===== src/rtl/mips_pipe_pkg.sv =====
// rtl/mips_pipe_pkg.sv - shared EX->MEM payload type and default width constants
// Purpose: common definitions for the EX->MEM pipeline register and the stages around it.
// Contents:
//   EX_MEM_INST_W / EX_MEM_DATA_W / EX_MEM_ADDR_W  default field widths
//   ex_mem_payload_t                               {inst, res, wr_en, write_addr}
//   EX_MEM_PAYLOAD_W                               packed width of ex_mem_payload_t
package mips_pipe_pkg;

   localparam int EX_MEM_INST_W = 16;
   localparam int EX_MEM_DATA_W = 16;
   localparam int EX_MEM_ADDR_W = 3;

   // Field order matches the flat vector packing used inside ex_mem_pipe_stage,
   // so a default-width stage output can be cast straight to this type.
   typedef struct packed {
      logic [EX_MEM_INST_W-1:0] inst;
      logic [EX_MEM_DATA_W-1:0] res;
      logic                     wr_en;
      logic [EX_MEM_ADDR_W-1:0] write_addr;
   } ex_mem_payload_t;

   localparam int EX_MEM_PAYLOAD_W = $bits(ex_mem_payload_t);

endpackage


===== src/rtl/pipe_stage_slot.sv =====
// rtl/pipe_stage_slot.sv - one valid+payload register slot with load/advance/flush
// Purpose: a single pipeline slot; it takes a new beat whenever it is empty or its
//          current beat is leaving the same cycle, so a full slot passes beats with no bubble.
// Ports:
//   clk, rst_n            clock, asynchronous active-low reset
//   flush                 clears valid on the next edge, overriding any load
//   in_valid, in_payload  beat offered by the upstream side
//   out_valid, out_payload registered beat held by this slot
//   out_ready             downstream takes the held beat this cycle
module pipe_stage_slot
   import mips_pipe_pkg::*;
#(
   parameter int W = EX_MEM_PAYLOAD_W
) (
   input  logic         clk,
   input  logic         rst_n,
   input  logic         flush,
   input  logic         in_valid,
   input  logic [W-1:0] in_payload,
   output logic         out_valid,
   input  logic         out_ready,
   output logic [W-1:0] out_payload
);

   logic         valid_d;
   logic         valid_q;
   logic [W-1:0] payload_d;
   logic [W-1:0] payload_q;
   logic         load;

   always_comb begin
      load      = ~valid_q | out_ready;
      valid_d   = valid_q;
      payload_d = payload_q;
      if (flush) begin
         // Payload is left alone on flush; the cleared valid masks it.
         valid_d = 1'b0;
      end else if (load) begin
         valid_d = in_valid;
         if (in_valid) begin
            payload_d = in_payload;
         end
      end
   end

   always_ff @(posedge clk or negedge rst_n) begin
      if (!rst_n) begin
         valid_q   <= 1'b0;
         payload_q <= '0;
      end else begin
         valid_q   <= valid_d;
         payload_q <= payload_d;
      end
   end

   assign out_valid   = valid_q;
   assign out_payload = payload_q;

endmodule


===== src/rtl/ex_mem_pipe_stage.sv =====
// rtl/ex_mem_pipe_stage.sv - parametrised EX->MEM pipeline register with handshake, stall, flush
// Purpose: carries instruction, ALU result, write enable and write address through STAGES
//          chained slots between the execute ALU and the memory stage.
// Build option: EX_MEM_SKID_EN adds a one-entry input skid slot; in_ready then comes from a
//          flop (skid empty) and capacity becomes STAGES+1. Without it in_ready is
//          combinational through the ready chain from out_ready and capacity is STAGES.
// Ports:
//   clk, rst                      clock, asynchronous active-low reset
//   flush                         squash every in-flight beat (and the beat offered this cycle)
//   in_valid / in_ready           upstream handshake
//   in_inst, in_res, in_wr_en, in_write_addr      upstream payload
//   out_valid / out_ready         downstream handshake
//   out_inst, out_res, out_wr_en, out_write_addr  downstream payload (out_wr_en gated by out_valid)
module ex_mem_pipe_stage
   import mips_pipe_pkg::*;
#(
   parameter int INST_W = EX_MEM_INST_W,
   parameter int DATA_W = EX_MEM_DATA_W,
   parameter int ADDR_W = EX_MEM_ADDR_W,
   parameter int STAGES = 1
) (
   input  logic              clk,
   input  logic              rst,
   input  logic              flush,
   input  logic              in_valid,
   output logic              in_ready,
   input  logic [INST_W-1:0] in_inst,
   input  logic [DATA_W-1:0] in_res,
   input  logic              in_wr_en,
   input  logic [ADDR_W-1:0] in_write_addr,
   output logic              out_valid,
   input  logic              out_ready,
   output logic [INST_W-1:0] out_inst,
   output logic [DATA_W-1:0] out_res,
   output logic              out_wr_en,
   output logic [ADDR_W-1:0] out_write_addr
);

   localparam int PW = INST_W + DATA_W + 1 + ADDR_W;

   if (STAGES < 1) begin : g_bad_stages
      $error("ex_mem_pipe_stage: STAGES must be >= 1");
   end

   logic              head_valid;
   logic              head_ready;
   logic [PW-1:0]     head_payload;
   logic [PW-1:0]     in_payload;
   logic [STAGES-1:0] slot_valid;
   logic [STAGES-1:0] down_ready;
   logic [PW-1:0]     slot_payload [STAGES];
   logic              tail_wr_en;

   assign in_payload = {in_inst, in_res, in_wr_en, in_write_addr};

   // Slot i may hand its beat on when every slot behind it toward MEM is full and MEM
   // is taking, or any of them has a hole. Written directly from the valid flops so the
   // ready chain never feeds back on itself.
   for (genvar i = 0; i < STAGES; i++) begin : g_ready
      if (i == STAGES - 1) begin : g_last
         assign down_ready[i] = out_ready;
      end else begin : g_mid
         assign down_ready[i] = ~(&slot_valid[STAGES-1:i+1]) | out_ready;
      end
   end

   assign head_ready = ~slot_valid[0] | down_ready[0];

   for (genvar i = 0; i < STAGES; i++) begin : g_slot
      logic          src_valid;
      logic [PW-1:0] src_payload;
      if (i == 0) begin : g_head
         assign src_valid   = head_valid;
         assign src_payload = head_payload;
      end else begin : g_chain
         assign src_valid   = slot_valid[i-1];
         assign src_payload = slot_payload[i-1];
      end
      pipe_stage_slot #(.W(PW)) u_slot (
         .clk         (clk),
         .rst_n       (rst),
         .flush       (flush),
         .in_valid    (src_valid),
         .in_payload  (src_payload),
         .out_valid   (slot_valid[i]),
         .out_ready   (down_ready[i]),
         .out_payload (slot_payload[i])
      );
   end

`ifdef EX_MEM_SKID_EN
   logic          skid_valid;
   logic [PW-1:0] skid_payload;

   // The skid only captures a beat that the head slot cannot take this cycle; while it
   // holds one, it is the head's source and upstream is held off.
   pipe_stage_slot #(.W(PW)) u_skid (
      .clk         (clk),
      .rst_n       (rst),
      .flush       (flush),
      .in_valid    (in_valid & ~skid_valid & ~head_ready),
      .in_payload  (in_payload),
      .out_valid   (skid_valid),
      .out_ready   (head_ready),
      .out_payload (skid_payload)
   );

   assign in_ready     = ~skid_valid;
   assign head_valid   = skid_valid | in_valid;
   assign head_payload = skid_valid ? skid_payload : in_payload;
`else
   assign in_ready     = head_ready;
   assign head_valid   = in_valid;
   assign head_payload = in_payload;
`endif

   assign out_valid = slot_valid[STAGES-1];
   assign {out_inst, out_res, tail_wr_en, out_write_addr} = slot_payload[STAGES-1];
   assign out_wr_en = tail_wr_en & out_valid;

endmodule

===== config.mk =====
export PLATFORM = sky130hd
export DESIGN_NAME = ex_mem_pipe_stage
export DESIGN_NICKNAME = d
export VERILOG_FILES = /design/src/rtl/mips_pipe_pkg.sv /design/src/rtl/pipe_stage_slot.sv /design/src/rtl/ex_mem_pipe_stage.sv
export SDC_FILE = /design/constraint.sdc
export NUM_CORES = 1
export LEC_CHECK = 0
export ABC_AREA = 1
export ABC_CLOCK_PERIOD_IN_PS = 1100
export CAP_MARGIN = 10
export CORE_MARGIN = 10
export CORE_UTILIZATION = 43
export CTS_BUF_LIST = sky130_fd_sc_hd__clkbuf_8
export CTS_CLUSTER_SIZE = 16
export DETAILED_ROUTE_END_ITERATION = 12
export PLACE_DENSITY = 0.86
export SYNTH_ARGS = -nofsm -noshare
export SYNTH_HDL_FRONTEND = slang
export SYNTH_SLANG_ARGS = --single-unit

===== constraint.sdc =====
create_clock -name clk -period 1.1 [get_ports clk]
set_input_delay 0.22 -clock clk [delete_from_list [all_inputs] [get_ports clk]]
set_output_delay 0.22 -clock clk [all_outputs]
set_load 0.01 [all_outputs]

Word-level counts from Yosys, hierarchy flattened
Cells that the tools add are included.

Bits in registers: 37. Input bits: 41. Output and inout port bits: 38. Word-level logic and storage cells: 10.

Multiplexer cells: 2. Bitwise gates (word level): 4. Reduce and logical (&&, ||, !) cells: 2.

Operator list (number): $reduce_and 3->1 (1); $mux 1 (2); $not 1->1 (2); $reduce_bool 2->1 (1); $and 1x1->1 (1); $or 1x1->1 (1).

Longest topological paths before layout
Gate-level depths: netlist of run 1.

Depth in word-level cells: 4. Depth in mapped cells: 6. Mapped depth without buffers: 5.

Cells and area by module
A second synthesis of run 1 with hierarchy kept.

Cell total of the unflattened synthesis: 165. Area total of the unflattened synthesis: 1527.7 µm².

Modules (own cells, without submodules): pipe_stage_slot (instances 1, cells an instance 161, area each 1512.7 µm², sequential area each 925.9 µm²); ex_mem_pipe_stage (instances 1, cells an instance 4, area each 15.0 µm², sequential area each 0.0 µm²).

Worst setup path after synthesis of run 1
No wires, ideal clock.

Path kind: register to register. Start: reg g_slot[0].u_slot.valid_q. End: reg g_slot[0].u_slot.payload_q[10]. Setup time: 0.065 ns. Arrival: 0.977 ns. Data required time: 1.035 ns. Slack: 0.058 ns. Cell stages (with the launch flop): 6. Path buffers: 2. Clock period less this slack: 1.042 ns. Cells stage by stage: dfrtp_1 nand2_2 buf_6 buf_2 nand3_1 nand2_1.

Longest elaborated chain between the ends: 3.

Ends and longest elaborated chain: start: declaration (RTL line pipe_stage_slot.sv:26) `logic valid_q;`; start signal: assignment (RTL line pipe_stage_slot.sv:51) `valid_q <= valid_d;`; $not 1->1 (RTL line pipe_stage_slot.sv:32) `load = ~valid_q | out_ready;`; $or 1x1->1 (RTL line pipe_stage_slot.sv:32); $reduce_and 3->1 (no line); end signal: assignment (RTL line pipe_stage_slot.sv:52) `payload_q <= payload_d;`; end: declaration (RTL line pipe_stage_slot.sv:28) `logic [W-1:0] payload_q;`.

Every way passes these cells. A chain may end at the register's enable or synchronous reset.

Worst setup path in the final report of run 1
Start: in in_valid. End: reg g_slot[0].u_slot.payload_q[28].

Longest elaborated chain between the ends: 1.

Ends and longest elaborated chain: start: declaration (RTL line ex_mem_pipe_stage.sv:25) `input logic in_valid,`; $reduce_and 3->1 (no line).

Every way passes these cells.

==> results.sh, run 1 <==
export IMPL_status="finished with violations"
export IMPL_violations="negative setup slack"
export IMPL_die_x_um=84.3
export IMPL_startpoint="in_valid"
export IMPL_r2r_slack_ns=0.01
export IMPL_ys_seq_area_share_pct=52.1
export IMPL_internal_power_uw=2670
export IMPL_relSlewSlack_pct=85.0
export IMPL_area_delta_synth_final_pct=32.4
export IMPL_worst_slack_ns=-0.0235
export IMPL_row_count=23
export IMPL_rsz0062_at_grt="yes"
export IMPL_vias=1403
export IMPL_hold_viol=0
export IMPL_grt_pass1_vias=1451
export IMPL_fillers=381
export IMPL_max_freq_mhz=890
export IMPL_power_frac_seq_pct=45.1
export IMPL_drv_slew=0
export IMPL_avgSynthCellArea_um2=8.97
export IMPL_crit_chain="clkdlybuf4s50_1, inv_2, nor2_8, buf_12, nand3_1, nand2_1"
export IMPL_ys_warn_count=0
export IMPL_initial_core_util_pct=44.4
export IMPL_cp_arrival_ns=1.34
export IMPL_ys_ff_latch=37
export IMPL_reg2reg_depth=5
export IMPL_final_common_cell="nand2_1"
export IMPL_fin_crit_ns=1.12
export IMPL_ctsHtreeMaxLevel=2
export IMPL_dr_pass1_iters=4
export IMPL_worstSetupEndpoint="g_slot[0].u_slot.out_payload[28]"
export IMPL_stdcell_count=298
export IMPL_core_area_um2=4000
export IMPL_cpPeakStageDelay_ns=0.47
export IMPL_maxCapViolCount=0
export IMPL_power_frac_clock_pct=32.5
export IMPL_multi_input_area_um2=526
export IMPL_ant_nets=0
export IMPL_placed_cells=287
export IMPL_route_detailed_drc=0
export IMPL_port_buffer_count=78
export IMPL_wl_per_cell_um=15.5
export IMPL_r2r_end="g_slot[0].u_slot.out_payload[28]"
export IMPL_cts_root_buf="clkbuf_8"
export IMPL_nNetsFinal=288
export IMPL_cts_sinks=37
export IMPL_period_share_pct=102
export IMPL_path_clk_slew_ns=0.07
export IMPL_comb_power_share_pct=22.4
export IMPL_finish_utilization_pct=58.8
export IMPL_die_y_um=84.3
export IMPL_antenna_found_initial=0
export IMPL_cts_buffers=5
export IMPL_cts_tree="done"
export IMPL_grt_max_degree=38
export IMPL_netlist_area_um2=1780
export IMPL_hold_ws_ns=0.359
export IMPL_r2r_start="g_slot[0].u_slot.out_valid"
export IMPL_tightest_slew_ns=0.225
export IMPL_layout_common_cells="nand2_1 (73), dfrtp_1 (37), clkdlybuf4s50_1 (37), buf_2 (37), nand3_1 (36)"
export IMPL_synth_cells=198
export IMPL_setup_viol=7
export IMPL_peakVddDrop_v=0.000776
export IMPL_worstPathMaxFanout=26
export IMPL_switchingPower_uw=979
export IMPL_grt_overflow_total=0
export IMPL_syn_nets=239
export IMPL_clock_latency_ns=0.28
export IMPL_grt_pass1_wl_um=7230
export IMPL_place_ws_ns=-0.480
export IMPL_min_path_cells=2
export IMPL_start_kind="input pin"
export IMPL_drtIter0Drc=83
export IMPL_crit_required_ns=1.32
export IMPL_die_area_um2=7100
export IMPL_power_density_nw_per_um2=1550
export IMPL_dp_hpwl_um=3280
export IMPL_drive_above_1_share_pct=23.4
export IMPL_io_pins=79
export IMPL_swShare_pct=26.8
export IMPL_cp_end_kind="flop"
export IMPL_grt_usage_pct=12.6
export IMPL_finalClockSkew_ns=0.00481
export IMPL_dpl_cell_area_um2=2340
export IMPL_routed_via_density=4.71
export IMPL_critPathKind="input pin to flop"
export IMPL_design_area_um2=2350
export IMPL_antennaDiodeCount=0
export IMPL_hold_path_class="input pin to flop"
export IMPL_seq_area_um2=926
export IMPL_synth_cell_types=12
export IMPL_clockBufferDepth=2
export IMPL_critPathSlowestCell="clkdlybuf4s50_1"
export IMPL_gp_congestion=0.712
export IMPL_wl_um=4610
export IMPL_p_leak_uw=0.00126
## cell type report
cell class | count | share of cell area (%)
tap | 50 | 2.66
clock buffer | 6 | 3.51
inverter | 3 | 0.479
multi-input combinational | 114 | 22.3
sequential | 37 | 39.4
clock inverter | 2 | 1.44
timing repair buffer | 86 | 30.2
## cells in the mapped netlist
cell type	number	area share [%]
nor2_8	1	1.1
a21oi_1	1	0.28
inv_1	2	0.42
dfrtp_1	37	52
nand2_2	1	0.35
buf_6	4	2.5
nand2_1	73	15
inv_2	1	0.21
nand2_4	1	0.63
buf_2	4	1.1
buf_4	37	16
nand3_1	36	10
## worst min path at each step
| stage | startpoint | to |
|---|---|---|
| after floorplan | rst | g_slot[0].u_slot.out_payload[0] |
| after global placement | rst | g_slot[0].u_slot.out_payload[10] |
| after detailed placement | rst | g_slot[0].u_slot.out_payload[9] |
| after CTS | flush | g_slot[0].u_slot.out_valid |
| after global routing | flush | g_slot[0].u_slot.out_valid |
| final | flush | g_slot[0].u_slot.out_valid |
## repair_timing
item	4_1_cts	5_1_grt
hold endpoints to repair	37	0
setup buffers	1	0
cloned	0	1
gates resized for setup	159	6
pin swaps	1	1
setup endpoints to repair	74	38
hold buffers	1	0
## metal layers
layer	track usage (%)	up-vias	routed length, µm
met5	0	-	0
met4	4.72	0	89
met3	6.38	9	449
met2	22.2	55	2350
met1	12.3	649	1720
li1	-	690	-
## power by group through the flow
| stage | logic [µW] | clock network (µW) | registers (µW) |
|---|---|---|---|
| global route | 908 | 1280 | 1670 |
| CTS | 819 | 1230 | 1650 |
| detailed placement | 984 | 0 | 1680 |
| finish | 819 | 1190 | 1650 |
| global placement | 960 | 0 | 1670 |
| floorplan | 611 | 0 | 1660 |
## state kept, by name, indices dropped and copies added (netlist names)
name and flops:
g_slot.u_slot.out_payload 36, g_slot.u_slot.out_valid 1
## stage by stage
stage,total power (µW),TNS [ns]
after global placement,2630,-14.43
after global routing,3870,-1.34
after floorplan,2270,0
after CTS,3690,-0.143
after detailed placement,2660,-14.70
final,3650,-0.0798
## worst max-delay path: cells and delay by family
family / cells / cell delay [ns]
buffers and inverters: 3 / 0.74
and+or+nand+nor: 3 / 0.37
## cell families after synthesis
logic type	Yosys count	synth area share (%)
AO/OA/AOI/OAI	1	0.281
flip-flops	37	52.1
buffers and inverters	48	19.9
AND/OR/NAND/NOR	112	27.7
(Power assumes the default switching activity.)
==> run 2: changes to the inputs <==
- GPL_TIMING_DRIVEN: unset -> 0
==> run 2 against run 1 <==
Effect of this change:
- the run still ends with negative setup slack left
- core utilization grew 14 points
- sequential power up 3%
- hold slack lost 0.33 ns
- largest cell class is now non-clock buffers
- clock power fell by 14%
- count of clock-buffer cells in the layout is 1 higher
- critical path depth shrank 3
- fmax shrank 5.2%
- first-iteration DRC count shrank 66%
- global-route usage up 0.88 points
==> results.sh, run 2 (same netlist as run 1, synthesis figures left out) <==
export IMPL_gp_congestion=0.725
export IMPL_top_layer="met4"
export IMPL_crit_chain="nand2_2, buf_6, buf_6"
export IMPL_cp_arrival_ns=0.96
export IMPL_cp_end_kind="primary output"
export IMPL_status="finished with violations"
export IMPL_power_uw=4040
export IMPL_cts_buffers=5
export IMPL_drv_slew=0
export IMPL_maxCapViolCount=0
export IMPL_critical_path_top_cell_by_count="buf_6"
export IMPL_tightest_slew_ns=0.817
export IMPL_max_freq_mhz=844
export IMPL_antenna_found_initial=0
export IMPL_cpPeakStageDelay_ns=0.38
export IMPL_power_density_nw_per_um2=1390
export IMPL_dp_hpwl_um=3510
export IMPL_largest_reg_flops=36
export IMPL_io_pins=79
export IMPL_grt_usage_pct=13.5
export IMPL_drtIter0Drc=28
export IMPL_setup_viol=41
export IMPL_cts_sinks=37
export IMPL_grt_overflow_total=0
export IMPL_peakVddDrop_v=0.00107
export IMPL_worstPathMaxFanout=3
export IMPL_rsz0062_at_grt="yes"
export IMPL_port_buffer_count=78
export IMPL_route_detailed_drc=0
export IMPL_grt_max_degree=38
export IMPL_critPathSlowestCell="dfrtp_1"
export IMPL_hold_viol=0
export IMPL_die_area_um2=7100
export IMPL_finalClockSkew_ns=0.00290
export IMPL_row_count=23
export IMPL_initial_core_util_pct=44.4
export IMPL_layout_common_cells="nand2_1 (72), buf_6 (56), dfrtp_1 (37)"
export IMPL_p_leak_uw=0.00152
export IMPL_clock_latency_ns=0.28
export IMPL_period_share_pct=108
export IMPL_clockBufferDepth=2
export IMPL_core_area_um2=4000
export IMPL_relSlewSlack_pct=45.5
export IMPL_ant_nets=0
export IMPL_wl_met3_um=334
export IMPL_grt_pass1_vias=1597
export IMPL_routed_via_density=4.55
export IMPL_die_x_um=84.3
export IMPL_violations="negative setup slack"
export IMPL_start_kind="flop"
export IMPL_design_area_um2=2900
export IMPL_die_y_um=84.3
export IMPL_dpl_cell_area_um2=2620
export IMPL_wl_met1_um=1840
export IMPL_drive_above_1_share_pct=35.3
export IMPL_dr_pass1_iters=4
export IMPL_cts_root_buf="clkbuf_8"
export IMPL_nNetsFinal=326
export IMPL_wl_per_cell_um=14.3
export IMPL_met2_length_um=2630
export IMPL_hold_buffers=0
export IMPL_hold_path_class="input pin to asynchronous set/reset pin"
export IMPL_final_common_cell="nand2_1"
export IMPL_crit_required_ns=0.88
export IMPL_critPathKind="flop to primary output"
export IMPL_path_clk_slew_ns=0.07
export IMPL_cts_tree="done"
export IMPL_vias=1529
export IMPL_grt_pass1_wl_um=7920
export IMPL_ctsHtreeMaxLevel=2
export IMPL_antennaDiodeCount=0
export IMPL_fillers=295
export IMPL_worst_slack_ns=-0.0845
export IMPL_seq_area_um2=926
export IMPL_wl_um=4820
export IMPL_area_delta_synth_final_pct=63.2
export IMPL_multi_input_area_um2=513
export IMPL_fin_crit_ns=1.18
## run 2: final timing paths
kind | from | endpoint | slack [ns] | depth (start not counted)
max in group asynchronous | rst | g_slot[0].u_slot.out_payload[18] | 0.56 | 1
min in group clk | in_valid | g_slot[0].u_slot.out_valid | 0.29 | 3
worst max register to register | g_slot[0].u_slot.out_valid | g_slot[0].u_slot.out_payload[27] | -0.06 | 6
worst max-delay path | g_slot[0].u_slot.out_valid | in_ready | -0.08 | 3
worst min register to register | g_slot[0].u_slot.out_payload[24] | g_slot[0].u_slot.out_payload[24] | 0.50 | 2
worst min-delay path | rst | g_slot[0].u_slot.out_payload[9] | 0.03 | 1
## run 2: final cells by class
cell class | instances | share of cell area [%]
Timing Repair Buffer | 101 | 35.2
Tap cell | 50 | 2.16
Sequential cell | 37 | 31.9
Clock buffer | 7 | 3.32
Clock inverter | 1 | 0.173
Buffer | 24 | 9.19
Multi-Input combinational cell | 113 | 17.7
Inverter | 3 | 0.388
## run 2: power by group
part	switching (µW)	internal (µW)	leakage [µW]
clock	455	566	0.0000542
combinational	479	844	0.00101
sequential	144	1560	0.000458
## run 2: per-stage QoR
step | worst slack (ns) | instances | setup TNS [ns] | utilization (%) | hold WS (ns)
floorplan | 0.0582 | 198 | 0 | - | -0.0756
CTS | -0.0952 | 336 | -1.29 | 72.2 | 0.0594
finish | -0.0845 | 336 | -0.951 | 72.5 | 0.0325
global placement | -0.989 | 326 | -53.29 | 65.5 | 0.455
global route | -0.135 | 336 | -3.31 | 72.5 | 0.0913
detailed placement | -0.723 | 326 | -17.38 | 65.4 | 0.366
## run 2: critical path: cells and delay by family, from the launching register on
kind	cells	cell delay, ns
buffers and inverters	2	0.23
DFF	1	0.38
and+or+nand+nor	1	0.08
## run 2: timing repair
| item | 4_1_cts | 5_1_grt |
|---|---|---|
| gates cloned | 1 | 1 |
| setup endpoints to repair | 68 | 58 |
| gates resized for setup | 225 | 6 |
| pin swaps | 3 | 0 |
| endpoints found under the hold margin | 0 | 0 |
| buffers inserted | 16 | 5 |
## run 2: per-layer routing
layer	vias up	global-route usage, %
li1	761	-
met1	719	14.8
met2	47	23.5
met3	2	5.80
met4	0	2.74
met5	-	0
